--- src/rtl/rdc_regs_pkg.sv ---
// Shared constants for the RDC error register block.
// Holds the register addresses, threshold reset values, ID, error bit indices and CLEAR_ALL bit.
// Contains no logic, so latency and backpressure do not apply.
package rdc_regs_pkg;

   // Register map. The top level casts these to ADDR_WIDTH.
   localparam logic [7:0] ADDR_ID            = 8'h00;
   localparam logic [7:0] ADDR_LOS_THRESH    = 8'h01;
   localparam logic [7:0] ADDR_DOS_OVERRANGE = 8'h02;
   localparam logic [7:0] ADDR_DOS_MISMATCH  = 8'h03;
   localparam logic [7:0] ADDR_DOS_MAX       = 8'h04;
   localparam logic [7:0] ADDR_DOS_MIN       = 8'h05;
   localparam logic [7:0] ADDR_ENABLE_MASK   = 8'h06;
   localparam logic [7:0] ADDR_ERROR_CLEAR   = 8'h07;
   localparam logic [7:0] ADDR_STATUS        = 8'h08;
   localparam logic [7:0] ADDR_FIRST_FAULT   = 8'h09;
   localparam logic [7:0] ADDR_EVENT_COUNT   = 8'h0A;

   // Threshold reset values. Each one fits in a 14-bit ADC range.
   localparam logic [13:0] LOS_THRESH_RST    = 14'h0100;
   localparam logic [13:0] DOS_OVERRANGE_RST = 14'h1FFF;
   localparam logic [13:0] DOS_MISMATCH_RST  = 14'h1000;
   localparam logic [13:0] DOS_MAX_RST       = 14'h0000;
   localparam logic [13:0] DOS_MIN_RST       = 14'h1FFF;

   localparam logic [31:0] ID_VALUE_DEFAULT = 32'h1234_5678;

   // Error source bit positions in error_event_i, STATUS and error_o.
   localparam int ERR_CLIP      = 0;
   localparam int ERR_LOS       = 1;
   localparam int ERR_OVERRANGE = 2;
   localparam int ERR_MISMATCH  = 3;

   // When this bit is set in an ERROR_CLEAR write, FIRST_FAULT and EVENT_COUNT are also reset.
   localparam int CLEAR_ALL_BIT = 31;

   localparam int EVENT_COUNT_WIDTH = 16;

endpackage

--- src/rtl/rdc_error_regs_latch.sv ---
// Sticky error latch with first-fault capture and a saturating new-event counter.
// Latency: an event or clear updates the state on the edge that samples it.
// Backpressure: none. Events are absorbed on every cycle.
// Ports: event_i (raw flags), mask_i (enable mask), clr_i (per-bit clear), clr_all_i (resets
//   first-fault and count); sticky_o, first_fault_o, event_count_o (register state).
module error_latch_bank
   import rdc_regs_pkg::*;
#(
   parameter int NUM_ERRORS  = 8,
   parameter int COUNT_WIDTH = EVENT_COUNT_WIDTH
) (
   input  logic                   clk_i,
   input  logic                   reset_i,
   input  logic [NUM_ERRORS-1:0]  event_i,
   input  logic [NUM_ERRORS-1:0]  mask_i,
   input  logic [NUM_ERRORS-1:0]  clr_i,
   input  logic                   clr_all_i,
   output logic [NUM_ERRORS-1:0]  sticky_o,
   output logic [NUM_ERRORS-1:0]  first_fault_o,
   output logic [COUNT_WIDTH-1:0] event_count_o
);

   logic [NUM_ERRORS-1:0]  sticky_q;
   logic [NUM_ERRORS-1:0]  first_fault_q;
   logic [COUNT_WIDTH-1:0] count_q;
   logic [NUM_ERRORS-1:0]  new_event;
   logic                   any_new;

   // An event counts as new only if it is enabled and its sticky bit is not already set.
   // The sticky value used here is the one from before this edge's update.
   assign new_event = event_i & mask_i & ~sticky_q;
   assign any_new   = |new_event;

   always_ff @(posedge clk_i) begin
      if (reset_i) begin
         sticky_q      <= '0;
         first_fault_q <= '0;
         count_q       <= '0;
      end else begin
         // The event term is ORed in last, so a set beats a clear on the same bit.
         sticky_q <= (sticky_q & ~clr_i) | event_i;
         if (clr_all_i) begin
            // A new event in the same cycle as clear-all becomes the new history.
            first_fault_q <= new_event;
            count_q       <= any_new ? COUNT_WIDTH'(1) : '0;
         end else begin
            if (first_fault_q == '0)
               first_fault_q <= new_event;
            if (any_new && (count_q != '1))
               count_q <= count_q + COUNT_WIDTH'(1);
         end
      end
   end

   assign sticky_o      = sticky_q;
   assign first_fault_o = first_fault_q;
   assign event_count_o = count_q;

endmodule

--- src/rtl/rdc_error_regs.sv ---
// Register responder for the RDC error subsystem: thresholds, mask, sticky status, diagnostics.
// Latency: writes act on the sampling edge, reads are combinational, error_o lags sticky by 1 cycle.
// Backpressure: none. Every strobe is accepted in the cycle it is presented.
// Ports: clk_i/reset_i; reg_addr_i, reg_data_i, reg_write_i, reg_read_i, reg_data_o (host bus);
//   error_event_i (detector flags); *_thresh_o, cfg_update_o (config); error_o (masked status).
module rdc_error_regs
   import rdc_regs_pkg::*;
#(
   parameter int                    ADDR_WIDTH   = 8,
   parameter int                    DATA_WIDTH   = 32,
   parameter int                    THRESH_WIDTH = 14,
   parameter int                    NUM_ERRORS   = 8,
   parameter logic [DATA_WIDTH-1:0] ID_VALUE     = 32'h1234_5678
) (
   input  logic                    clk_i,
   input  logic                    reset_i,
   input  logic [ADDR_WIDTH-1:0]   reg_addr_i,
   input  logic [DATA_WIDTH-1:0]   reg_data_i,
   input  logic                    reg_write_i,
   input  logic                    reg_read_i,
   output logic [DATA_WIDTH-1:0]   reg_data_o,
   input  logic [NUM_ERRORS-1:0]   error_event_i,
   output logic [THRESH_WIDTH-1:0] los_thresh_o,
   output logic [THRESH_WIDTH-1:0] dos_overrange_thresh_o,
   output logic [THRESH_WIDTH-1:0] dos_mismatch_thresh_o,
   output logic [THRESH_WIDTH-1:0] dos_max_thresh_o,
   output logic [THRESH_WIDTH-1:0] dos_min_thresh_o,
   output logic                    cfg_update_o,
   output logic [NUM_ERRORS-1:0]   error_o
);

   logic [THRESH_WIDTH-1:0] los_q, ovr_q, mis_q, max_q, min_q;
   logic [NUM_ERRORS-1:0]   mask_q;
   logic [NUM_ERRORS-1:0]   error_q;
   logic                    cfg_update_q;

   logic wr_los, wr_ovr, wr_mis, wr_max, wr_min, wr_mask, wr_clear;
   logic [NUM_ERRORS-1:0]   clr;
   logic                    clr_all;

   logic [NUM_ERRORS-1:0]        sticky;
   logic [NUM_ERRORS-1:0]        first_fault;
   logic [EVENT_COUNT_WIDTH-1:0] event_count;

   // Write decode. Read-only and unmapped addresses have no strobe, so writes to them are dropped.
   assign wr_los   = reg_write_i && (reg_addr_i == ADDR_WIDTH'(ADDR_LOS_THRESH));
   assign wr_ovr   = reg_write_i && (reg_addr_i == ADDR_WIDTH'(ADDR_DOS_OVERRANGE));
   assign wr_mis   = reg_write_i && (reg_addr_i == ADDR_WIDTH'(ADDR_DOS_MISMATCH));
   assign wr_max   = reg_write_i && (reg_addr_i == ADDR_WIDTH'(ADDR_DOS_MAX));
   assign wr_min   = reg_write_i && (reg_addr_i == ADDR_WIDTH'(ADDR_DOS_MIN));
   assign wr_mask  = reg_write_i && (reg_addr_i == ADDR_WIDTH'(ADDR_ENABLE_MASK));
   assign wr_clear = reg_write_i && (reg_addr_i == ADDR_WIDTH'(ADDR_ERROR_CLEAR));

   assign clr     = wr_clear ? reg_data_i[NUM_ERRORS-1:0] : '0;
   assign clr_all = wr_clear && reg_data_i[CLEAR_ALL_BIT];

   always_ff @(posedge clk_i) begin
      if (reset_i) begin
         los_q        <= THRESH_WIDTH'(LOS_THRESH_RST);
         ovr_q        <= THRESH_WIDTH'(DOS_OVERRANGE_RST);
         mis_q        <= THRESH_WIDTH'(DOS_MISMATCH_RST);
         max_q        <= THRESH_WIDTH'(DOS_MAX_RST);
         min_q        <= THRESH_WIDTH'(DOS_MIN_RST);
         mask_q       <= '0;
         cfg_update_q <= 1'b0;
         error_q      <= '0;
      end else begin
         if (wr_los)  los_q  <= reg_data_i[THRESH_WIDTH-1:0];
         if (wr_ovr)  ovr_q  <= reg_data_i[THRESH_WIDTH-1:0];
         if (wr_mis)  mis_q  <= reg_data_i[THRESH_WIDTH-1:0];
         if (wr_max)  max_q  <= reg_data_i[THRESH_WIDTH-1:0];
         if (wr_min)  min_q  <= reg_data_i[THRESH_WIDTH-1:0];
         if (wr_mask) mask_q <= reg_data_i[NUM_ERRORS-1:0];
         // Pulses in the cycle after a threshold write, once the new value is on the outputs.
         cfg_update_q <= wr_los | wr_ovr | wr_mis | wr_max | wr_min;
         // Registered from the current sticky and mask, so status and mask changes appear one
         // cycle after the edge that made them.
         error_q <= sticky & mask_q;
      end
   end

   error_latch_bank #(
      .NUM_ERRORS  (NUM_ERRORS),
      .COUNT_WIDTH (EVENT_COUNT_WIDTH)
   ) u_latch (
      .clk_i         (clk_i),
      .reset_i       (reset_i),
      .event_i       (error_event_i),
      .mask_i        (mask_q),
      .clr_i         (clr),
      .clr_all_i     (clr_all),
      .sticky_o      (sticky),
      .first_fault_o (first_fault),
      .event_count_o (event_count)
   );

   // Combinational read decode. A read in the same cycle as a write returns the old value.
   always_comb begin
      reg_data_o = '0;
      if (reg_read_i) begin
         case (reg_addr_i)
            ADDR_WIDTH'(ADDR_ID):            reg_data_o = ID_VALUE;
            ADDR_WIDTH'(ADDR_LOS_THRESH):    reg_data_o = DATA_WIDTH'(los_q);
            ADDR_WIDTH'(ADDR_DOS_OVERRANGE): reg_data_o = DATA_WIDTH'(ovr_q);
            ADDR_WIDTH'(ADDR_DOS_MISMATCH):  reg_data_o = DATA_WIDTH'(mis_q);
            ADDR_WIDTH'(ADDR_DOS_MAX):       reg_data_o = DATA_WIDTH'(max_q);
            ADDR_WIDTH'(ADDR_DOS_MIN):       reg_data_o = DATA_WIDTH'(min_q);
            ADDR_WIDTH'(ADDR_ENABLE_MASK):   reg_data_o = DATA_WIDTH'(mask_q);
            ADDR_WIDTH'(ADDR_STATUS):        reg_data_o = DATA_WIDTH'(sticky);
            ADDR_WIDTH'(ADDR_FIRST_FAULT):   reg_data_o = DATA_WIDTH'(first_fault);
            ADDR_WIDTH'(ADDR_EVENT_COUNT):   reg_data_o = DATA_WIDTH'(event_count);
            default:                         reg_data_o = '0;
         endcase
      end
   end

   assign los_thresh_o           = los_q;
   assign dos_overrange_thresh_o = ovr_q;
   assign dos_mismatch_thresh_o  = mis_q;
   assign dos_max_thresh_o       = max_q;
   assign dos_min_thresh_o       = min_q;
   assign cfg_update_o           = cfg_update_q;
   assign error_o                = error_q;

endmodule

--- config.mk ---
export PLATFORM = sky130hd
export DESIGN_NAME = rdc_error_regs
export DESIGN_NICKNAME = d
export VERILOG_FILES = /design/src/rtl/rdc_regs_pkg.sv /design/src/rtl/rdc_error_regs_latch.sv /design/src/rtl/rdc_error_regs.sv
export SDC_FILE = /design/constraint.sdc
export NUM_CORES = 1
export LEC_CHECK = 0
export ABC_AREA = 1
export CAP_MARGIN = 20
export CELL_PAD_IN_SITES_DETAIL_PLACEMENT = 1
export CELL_PAD_IN_SITES_GLOBAL_PLACEMENT = 1
export CORE_ASPECT_RATIO = 1.25
export CORE_MARGIN = 4
export CORE_UTILIZATION = 34
export DETAILED_ROUTE_END_ITERATION = 12
export PLACE_DENSITY = 0.81
export SETUP_SLACK_MARGIN = 0.5
export SYNTH_ARGS = -nofsm -noshare
export SYNTH_HDL_FRONTEND = slang
export SYNTH_HIERARCHICAL = 1
export SYNTH_SLANG_ARGS = --single-unit
--- constraint.sdc ---
create_clock -name clk_i -period 2.65 [get_ports clk_i]
set_input_delay 0.265 -clock clk_i [delete_from_list [all_inputs] [get_ports clk_i]]
set_output_delay 0.265 -clock clk_i [all_outputs]
set_load 0.01 [all_outputs]
==> results.cfg <==
[logic_synthesis]
seq_area_frac_synth_pct = 40.0
yosysWarnings = 6
yosysTopAreaCell = dfxtp_1
synthArstFlopShare_pct = 0
synth_cell_types = 30
netlist_area_mm2 = 0.00596
ys.flop_type = dfxtp_1
synthTopCellsByCount = 159 x nor2_1, 145 x nand2_1, 137 x nand3_1
synth_cells = 887
ys_seq_elements = 119
synth_top_area_share_pct = 40.0
synth_edf_count = 0
synth_area_leaders = dfxtp_1 40%, nand3_1 12%, nor2_1 10%, nand2_1 9.1%, o21ai_0 5.5%
synth.most_common_cell = nor2_1
avgSynthCellArea_um2 = 6.71

[timing]
fin_crit_ns = 2.09
finalHoldViolations = 0
tightestPinTransition_ns = 0.851
fmax_mhz = 479
fin_skew_ns = 0.00531
hold_ws_ns = 0.456
setup_viol_count_final = 0
relSlewSlack_pct = 42.9
rsz0062_at_grt = yes
period_share_pct = 78.7
drv_slew = 0

[die]
dieArea_mm2 = 0.0197
die_h_um = 156
num_io_pins = 163
start_util_pct = 34.9
num_rows = 53
fp.coreArea_mm2 = 0.0170
die_x_um = 126

[worst_hold_path]
hp-start = error_event_i[7]
min_to = u_latch/sticky_o[7]
hold_class = in2reg
whs_path_depth = 3

[critical_path]
critPathCaptureType = primary output
critPathMaxFanout = 7
ff2ff_setup_slack_ns = 0.81
slowest_stage = o21ai_0
critPathMaxStageDelay_ns = 0.24
r2r_start = u_latch/event_count_o[0]
r2r-end = u_latch/event_count_o[14]
cp.required_ns = 2.38
r2r_cells = 8
path_cells = clkdlybuf4s15_1 > inv_2 > nand2_2 > nor2_4 > buf_6 > buf_8 > nand2_2 > o21ai_0 > nor2_1 > a21oi_1 > buf_2
cpMostUsedCell = nand2_2
cp-start-kind = input pin
path_buf_inv = 5
cpLargestDelayFamily = buffers and inverters
critical_path_class = in2out
crit_arrival_ns = 1.82

[drt]
drtIter0Drc = 659
ant_nets = 0
wl_per_cell_um = 20.6
dr_total_vias = 7106
drc = 0
wirelength_um = 26700
via_per_inst = 5.49
drt-pass1-iter-count = 7

[placement]
dpl-instance-area_mm2 = 0.00766
port_buffers = 134
hpwl_um = 17100
place_congestion = 0.851

[grt]
antenna_found_initial = 0
grt_max_degree = 28
grt_pass1_vias = 7183
gr-total-overflow = 0
grt_first_pass_wirelength_um = 39800
grt_use_total_pct = 25.6

[clocking]
cts_tree = yes
clkTransAtPathRegs_ns = 0.06
h-tree-depth = 4
cts_root_buf = clkbuf_16
hold_buffers = 0
clock_latency_ns = 0.43
cts_buffer_depth = 2
cts.sinks = 119
numCtsBuffers = 17

[layout]
n_antenna_cell = 0
fin_area_mm2 = 0.00876
areaGrowthSynthToFinish_pct = 47.1
final_nets = 1114
drive_above_1_share_pct = 18.0

[run_status]
status = finished, final reports clean

[pwr]
p_total_w = 0.00486
ir_drop_mv = 0.543
leakage_nw = 3.86
pwr_density_cell_mw_per_mm2 = 555

[job]
drv_cap = 0
==> sequential cells by signal, summed over array words and instances, names as in the netlist, 14 cells and up <==
name and count:
u_latch/event_count_o 16, dos_min_thresh_o 14, los_thresh_o 14, dos_max_thresh_o 14
dos_overrange_thresh_o 14, dos_mismatch_thresh_o 14
==> through the flow <==
stage | worst slack, ns | utilization, % | setup TNS [ns] | instances
after floorplan | 0.537 | - | 0 | 897
after global placement | -0.0230 | 45.0 | -0.0803 | 1235
after detailed placement | -0.0579 | 45.0 | -0.361 | 1235
after CTS | 0.358 | 50.6 | 0 | 1285
after global routing | 0.423 | 51.4 | 0 | 1294
final | 0.563 | 51.4 | 0 | 1294
==> routing by layer <==
| layer | GRT usage [%] | vias to the layer above | wire, um |
|---|---|---|---|
| li1 | - | 3227 | - |
| met1 | 31.6 | 3477 | 10700 |
| met2 | 43.7 | 326 | 13400 |
| met3 | 4.62 | 76 | 1670 |
| met4 | 10.9 | 0 | 905 |
| met5 | 0 | - | 0 |
==> power by group <==
group	internal (W)	switching, W	leakage (nW)
clock network	0.00154	0.000927	0.298
registers	0.00184	0.0000454	0.963
logic	0.000187	0.000317	2.59
total	0.00357	0.00129	3.86
==> kinds of logic (layout without fill, tap and decap cells) <==
group                    after synthesis  after routing  synth area share (%)
AO/OA/AOI/OAI                        149            149                  13.6
XOR/XNOR                               1              1                 0.147
flip-flops                           119            119                  40.0
buffers and inverters                137            314                  10.8
adder cells (fa/ha/maj)                1              1                 0.210
AND/OR/NAND/NOR                      479            479                  35.2
other                                  1             11                0.0630
==> worst max path at each step <==
stage                              from                  endpoint  slack [ns]  cells after the start
after detailed placement  reg_addr_i[4]            reg_data_o[13]       -0.06                     12
final                     reg_addr_i[7]             reg_data_o[7]        0.56                     11
after floorplan           reg_addr_i[4]  u_latch/first_fault_o[3]        0.54                     13
after global routing      reg_addr_i[7]             reg_data_o[7]        0.42                     11
after global placement    reg_addr_i[4]             reg_data_o[0]       -0.02                     10
after CTS                 reg_addr_i[7]            reg_data_o[13]        0.36                     13
==> placed cells by master, fill, tap and decap left out, types with 11 or more instances in the layout <==
cell | synthesis | layout
o21ai_0 | 65 | 63
inv_2 | 10 | 12
nand3_1 | 137 | 130
nand2_1 | 145 | 132
conb_1 | 1 | 11
nor2_1 | 159 | 152
nor2_4 | 3 | 12
dfxtp_1 | 119 | 119
a21oi_1 | 52 | 47
clkbuf_16 | 0 | 19
o211ai_1 | 21 | 21
nand2_2 | 9 | 19
buf_2 | 22 | 13
buf_6 | 3 | 11
buf_4 | 21 | 44
inv_1 | 68 | 63
clkdlybuf4s50_1 | 0 | 105
==> area by class of cell <==
cell class | instances | area [um^2]
Fill cell | 2103 | 8280
Clock buffer | 20 | 457
Tap cell | 220 | 275
Clock inverter | 12 | 166
Sequential cell | 119 | 2380
Multi-Input combinational cell | 641 | 3150
Timing Repair Buffer | 204 | 2030
Inverter | 78 | 304
==> tightest hold or removal path: cells and delay by family <==
family                 cells  cell delay, ns
and+or+nand+nor            2            0.15
buffers and inverters      1            0.42
==> repair_timing <==
item	in CTS	in global routing
gates cloned	4	2
pin swaps	9	13
setup buffers	14	7
gates resized for setup	106	52
setup endpoints to repair	27	29
Note: power is estimated with default switching activity, not from simulation.
